### src/rtl/laser_pulse_gen.sv
// Laser pulse generator: programmable width/period pulse train with a fail-driven HALT.
// Define LASER_PULSE_GEN_BURST_EN to stop after burst_count pulses and strobe burst_done.
module laser_pulse_gen #(
   parameter int CNT_W = 32
) (
   input  logic             clk,
   input  logic             rstn,
   input  logic             enable,
   input  logic [31:0]      pulse_width,
   input  logic [31:0]      pulse_period,
   input  logic [15:0]      burst_count,
   input  logic             fail_any,
   input  logic             clear_fail,
   output logic             laser_pulse,
   output logic             busy,
   output logic             fault_stop,
   output logic             cfg_error,
   output logic             burst_done,
   output logic [CNT_W-1:0] pulse_count
);
   // state | meaning
   // IDLE  | laser off, waiting for enable with a valid config
   // HIGH  | laser on for the latched pulse width
   // LOW   | laser off for the remainder of the latched period
   // HALT  | laser forced off by fail_any, waiting for clear_fail
   typedef enum logic [1:0] {IDLE, HIGH, LOW, HALT} state_t;

   state_t           state_q;
   logic [CNT_W-1:0] cnt_q;
   logic [CNT_W-1:0] low_len_q;
   logic [CNT_W-1:0] pulse_count_q;
   logic             laser_q;
   logic             busy_q;
   logic             fault_q;
   logic             cfg_err_q;

   logic             cfg_valid;
   logic [CNT_W-1:0] width_ld;
   logic [CNT_W-1:0] low_ld;
   logic [CNT_W-1:0] count_inc;
   logic             low_end;
   logic             go_start;
   logic             go_next;
   logic             burst_last;
   logic             rearm_block;

   // Period > width guarantees the subtraction below never underflows.
   assign cfg_valid = (pulse_width != 32'd0) && (pulse_period > pulse_width);
   assign width_ld  = CNT_W'(pulse_width - 32'd1);
   assign low_ld    = CNT_W'(pulse_period - pulse_width - 32'd1);
   assign count_inc = (&pulse_count_q) ? pulse_count_q : pulse_count_q + CNT_W'(1);

   assign low_end  = (state_q == LOW) && (cnt_q == '0) && !fail_any;
   assign go_start = (state_q == IDLE) && enable && cfg_valid && !rearm_block && !fail_any;
   assign go_next  = low_end && !burst_last && enable && cfg_valid;

   always_ff @(posedge clk or negedge rstn) begin
      if (!rstn) begin
         state_q       <= IDLE;
         cnt_q         <= '0;
         low_len_q     <= '0;
         pulse_count_q <= '0;
         laser_q       <= 1'b0;
         busy_q        <= 1'b0;
         fault_q       <= 1'b0;
         cfg_err_q     <= 1'b0;
      end else begin
         cfg_err_q <= !cfg_valid;
         if (fail_any) begin
            state_q <= HALT;
            laser_q <= 1'b0;
            busy_q  <= 1'b0;
            fault_q <= 1'b1;
         end else begin
            case (state_q)
               IDLE: begin
                  if (go_start) begin
                     state_q       <= HIGH;
                     laser_q       <= 1'b1;
                     busy_q        <= 1'b1;
                     cnt_q         <= width_ld;
                     low_len_q     <= low_ld;
                     pulse_count_q <= CNT_W'(1);
                  end
               end
               HIGH: begin
                  if (cnt_q == '0) begin
                     state_q <= LOW;
                     laser_q <= 1'b0;
                     cnt_q   <= low_len_q;
                  end else begin
                     cnt_q <= cnt_q - CNT_W'(1);
                  end
               end
               LOW: begin
                  if (cnt_q != '0) begin
                     cnt_q <= cnt_q - CNT_W'(1);
                  end else if (go_next) begin
                     state_q       <= HIGH;
                     laser_q       <= 1'b1;
                     cnt_q         <= width_ld;
                     low_len_q     <= low_ld;
                     pulse_count_q <= count_inc;
                  end else begin
                     state_q <= IDLE;
                     busy_q  <= 1'b0;
                  end
               end
               HALT: begin
                  if (clear_fail) begin
                     state_q <= IDLE;
                     fault_q <= 1'b0;
                  end
               end
               default: state_q <= IDLE;
            endcase
         end
      end
   end

`ifdef LASER_PULSE_GEN_BURST_EN
   logic [15:0] burst_left_q;
   logic        rearm_q;
   logic        done_q;

   // burst_left_q counts pulses still owed including the current one; 0 means continuous.
   assign burst_last  = (burst_left_q == 16'd1);
   assign rearm_block = rearm_q;

   always_ff @(posedge clk or negedge rstn) begin
      if (!rstn) begin
         burst_left_q <= 16'd0;
         rearm_q      <= 1'b0;
         done_q       <= 1'b0;
      end else begin
         done_q <= low_end && burst_last;
         if (go_start)
            burst_left_q <= burst_count;
         else if (go_next && (burst_left_q != 16'd0))
            burst_left_q <= burst_left_q - 16'd1;
         if (low_end && burst_last)
            rearm_q <= 1'b1;
         else if (!enable)
            rearm_q <= 1'b0;
      end
   end

   assign burst_done = done_q;
`else
   logic burst_count_unused;

   assign burst_count_unused = ^burst_count;
   assign burst_last         = 1'b0;
   assign rearm_block        = 1'b0;
   assign burst_done         = 1'b0;
`endif

   assign laser_pulse = laser_q;
   assign busy        = busy_q;
   assign fault_stop  = fault_q;
   assign cfg_error   = cfg_err_q;
   assign pulse_count = pulse_count_q;

endmodule
### config.mk
export PLATFORM = sky130hd
export DESIGN_NAME = laser_pulse_gen
export DESIGN_NICKNAME = d
export VERILOG_FILES = /design/src/rtl/laser_pulse_gen.sv
export SDC_FILE = /design/constraint.sdc
export NUM_CORES = 1
export LEC_CHECK = 0
export CAP_MARGIN = 20
export CORE_MARGIN = 4
export CORE_UTILIZATION = 56
export DETAILED_ROUTE_END_ITERATION = 12
export GPL_TIMING_DRIVEN = 0
export PLACE_DENSITY = 0.9
export SYNTH_ARGS = -nofsm -noshare
export SYNTH_HDL_FRONTEND = slang
export SYNTH_SLANG_ARGS = --single-unit
### constraint.sdc
create_clock -name clk -period 3.5 [get_ports clk]
set_clock_uncertainty 0.15 [all_clocks]
set_input_delay 0.35 -clock clk [delete_from_list [all_inputs] [get_ports clk]]
set_output_delay 0.35 -clock clk [all_outputs]
set_load 0.03 [all_outputs]
==> results.py <==
metrics = {
    "routing": {
        "vias_per_cell": 6.46,
        "drt_iter0_drc": 942,
        "routedWlPerCell_um": 18.4,
        "drt-total-wl_um": 24900,
        "drt_first_pass_iters": 8,
        "final_antenna_net_count": 0,
        "route.vias.total": 8747,
        "remaining_drc_errors": 0,
    },
    "sta": {
        "hold_viol": 0,
        "tightest_slew_ns": 1.08,
        "fin_crit_sh_pct": 100,
        "setup_viol": 1,
        "rsz0062_at_grt": "true",
        "setup_ws_ns": -0.00363,
        "hold_ws_ns": 0.306,
        "relSlewSlack_pct": 27.9,
        "min_period_ns": 3.50,
        "slew_violations": 0,
        "max_freq_mhz": 285,
    },
    "global_route": {
        "first_global_vias": 8046,
        "globalRouteOverflowTotal": 0,
        "globalRouteMet2Util_pct": 47.5,
        "grt_use_met1_pct": 38.1,
        "grt.total_usage_pct": 29.3,
        "antenna_found_initial": 1,
        "top_usage_layer": "met2",
        "grt_max_degree": 60,
        "grt_pass1_wl_um": 39600,
        "grt_use_met3_pct": 5.19,
    },
    "synth": {
        "synth_flop_cell": "dfrtp_1",
        "synth_cell_types": 75,
        "synth_top_area_cell": "dfrtp_1",
        "synth-async-reset-ratio_pct": 100,
        "synthTopCellsByArea": "dfrtp_1, nand2_1, o21ai_0",
        "synth_edf_count": 0,
        "syn_avg_cell_area_um2": 7.86,
        "ys_ff_latch": 102,
        "synth_cells": 1039,
        "ys_seq_area_share_pct": 31.2,
        "synth.top_cell.area_share_pct": 31.2,
        "mappedNetlistArea_mm2": 0.00817,
        "yosys_warnings": 0,
        "syn_nets": 1165,
    },
    "finish": {
        "postLayoutCellArea_mm2": 0.0101,
        "fillers": 1037,
        "multiInputGateArea_mm2": 0.00537,
        "antenna_cells": 0,
        "regArea_mm2": 0.00255,
        "drive_above_1_share_pct": 10.1,
        "syn_to_final_growth_pct": 24.2,
        "final_nets": 1295,
    },
    "die": {
        "rows": 43,
        "start_util_pct": 58.0,
        "dieArea_mm2": 0.0166,
        "core-area_mm2": 0.0141,
        "die_x_um": 129,
        "die_h_um": 129,
        "ioPinCount": 122,
    },
    "worst_setup_path": {
        "start_kind": "flop",
        "worst-path-max-fanout": 10,
        "end_kind": "flop",
        "cp.arrival_ns": 3.58,
        "criticalPathCategory": "reg2reg",
        "crit_required_ns": 3.58,
    },
    "pwr": {
        "power_frac_seq_pct": 32.7,
        "power_density_mw_per_mm2": 557,
        "p_clk_share_pct": 18.4,
        "internal-power_mw": 3.12,
        "irDropWorstVdd_mv": 0.318,
        "p_switching_mw": 2.53,
        "pwr-share-comb_pct": 48.9,
        "leakage_nw": 4.26,
        "swShare_pct": 44.8,
    },
    "placement": {
        "port_buffers": 103,
        "place_ws_ns": -1.02,
        "dpl_cell_area_mm2": 0.00945,
        "dpl.hpwl_um": 18200,
        "gp_congestion": 0.970,
    },
    "job": {
        "max_cap_violations": 0,
    },
    "cts": {
        "clk_latency_ns": 0.36,
        "clockRootBuffer": "clkbuf_16",
        "clk_pin_slew_worst_paths_ns": 0.07,
        "cts.sinks": 102,
        "cts_tree": "done",
        "cts_made_buffers": 9,
        "max-clock-path-buffers": 2,
        "h-tree-depth": 3,
    },
    "min_path": {
        "hold_path.class": "in2reg",
    },
    "run_status": {
        "run_status": "finished, violations left",
        "violations": "setup timing",
    },
}
through the flow:
step           power, mW  std cells  utilization [%]  TNS (ns)
2_1_floorplan       3.55       1039                -         0
3_3_place_gp        4.31       1322             66.9   -266.88
3_5_place_dp        4.39       1323             67.1    -81.57
4_1_cts             5.52       1347             70.6   -0.0361
5_1_grt             5.99       1354             72.0    -0.530
6_report            5.65       1354             72.0  -0.00363
cells in the final DEF (no fill, tap or decap), drive strengths merged, types with 21 or more instances in the layout:
cell type and instances:
o21ai 120, or4 21, buf 35, ha 40, dfrtp 102, xor2 21
clkbuf 39, inv 57, nand3 46, clkdlybuf4s50 99, xnor2 52, nand2 162
nor2 52, a21oi 57, nor3 31
sequential cells by signal, summed over array words and instances, names as in the netlist:
name	flops
cnt_q	32
busy	1
cfg_error	1
fault_stop	1
low_len_q	32
pulse_count	32
state_q	2
laser_pulse	1
cell type report:
class,instances,share of cell area [%]
tap,180,2.22
clock buffer,9,2.22
sequential,102,25.2
inverter,56,2.07
buffer,44,2.57
multi-input combinational,832,53.0
clock inverter,7,0.802
timing repair buffer,124,12.0
repair_timing:
| action | in CTS | in global routing |
|---|---|---|
| endpoints found under the setup margin | 99 | 96 |
| pin swaps | 8 | 10 |
| buffers inserted | 9 | 10 |
| hold endpoints to repair | 43 | 0 |
| hold buffers | 1 | 0 |
| gates resized for setup | 31 | 49 |
power groups by stage:
stage	sequential (mW)	combinational [mW]	clock, mW
floorplan	1.85	1.70	0
global placement	1.83	2.48	0
detailed placement	1.84	2.54	0
CTS	1.83	2.65	1.04
global route	1.89	3.02	1.08
finish	1.85	2.76	1.04
logic make-up (layout without fill, tap and decap cells):
| kind of cell | count (synthesis) | count (layout) | synth area share, % |
|---|---|---|---|
| DFF | 102 | 102 | 31.2 |
| and+or+nand+nor | 405 | 405 | 24.8 |
| muxes | 7 | 7 | 0.949 |
| AOI/OAI and AO/OA | 305 | 305 | 23.5 |
| adders and majority gates | 41 | 41 | 6.37 |
| buffers and inverters | 105 | 240 | 5.27 |
| xor gates and xnor gates | 73 | 73 | 7.83 |
| other | 1 | 1 | 0.0459 |
worst paths after layout:
check,to,from,depth (start not counted),slack [ns]
worst max-delay path,state_q[0]$_DFFE_PN0P_,cnt_q[0]$_DFFE_PN0P_,11,-0.004
worst min-delay path,fault_stop$_DFFE_PN0P_,fail_any,2,0.31
worst max register to register,state_q[0]$_DFFE_PN0P_,cnt_q[0]$_DFFE_PN0P_,11,-0.004
worst min register to register,fault_stop$_DFFE_PN0P_,fault_stop$_DFFE_PN0P_,1,0.33
max in group asynchronous,cnt_q[23]$_DFFE_PN0P_,rstn,3,2.10
min in group asynchronous,pulse_count[1]$_DFFE_PN0P_,rstn,2,0.39
per-layer routing:
metal,share of wire (%),vias up
li1,-,4039
met4,4.6,2
met1,40,4113
met5,0.032,-
met2,46,495
met3,8.9,98
cell usage after synthesis, types with 13 or more instances:
library cell	n
xnor2_1	52
dfrtp_1	102
or4_1	20
a21o_1	15
ha_1	40
nand4_1	18
clkbuf_1	33
nand2_1	161
nor2_1	52
nor4_1	15
a21oi_1	56
nor3_1	28
nand3_1	46
o21ai_0	116
a22oi_1	20
inv_1	55
o31ai_1	13
xor2_1	21
critical path: stages (launching register included):
cell	delay, ns
dfrtp_1	0.41
inv_1	0.07
ha_1	0.18
or4b_1	0.53
nor4_4	0.37
nand4_1	0.18
or3_4	0.40
o21ai_2	0.16
clkbuf_8	0.27
o21ai_1	0.13
a311oi_1	0.39
o21bai_1	0.13
Power figures use the tool's default switching activity.
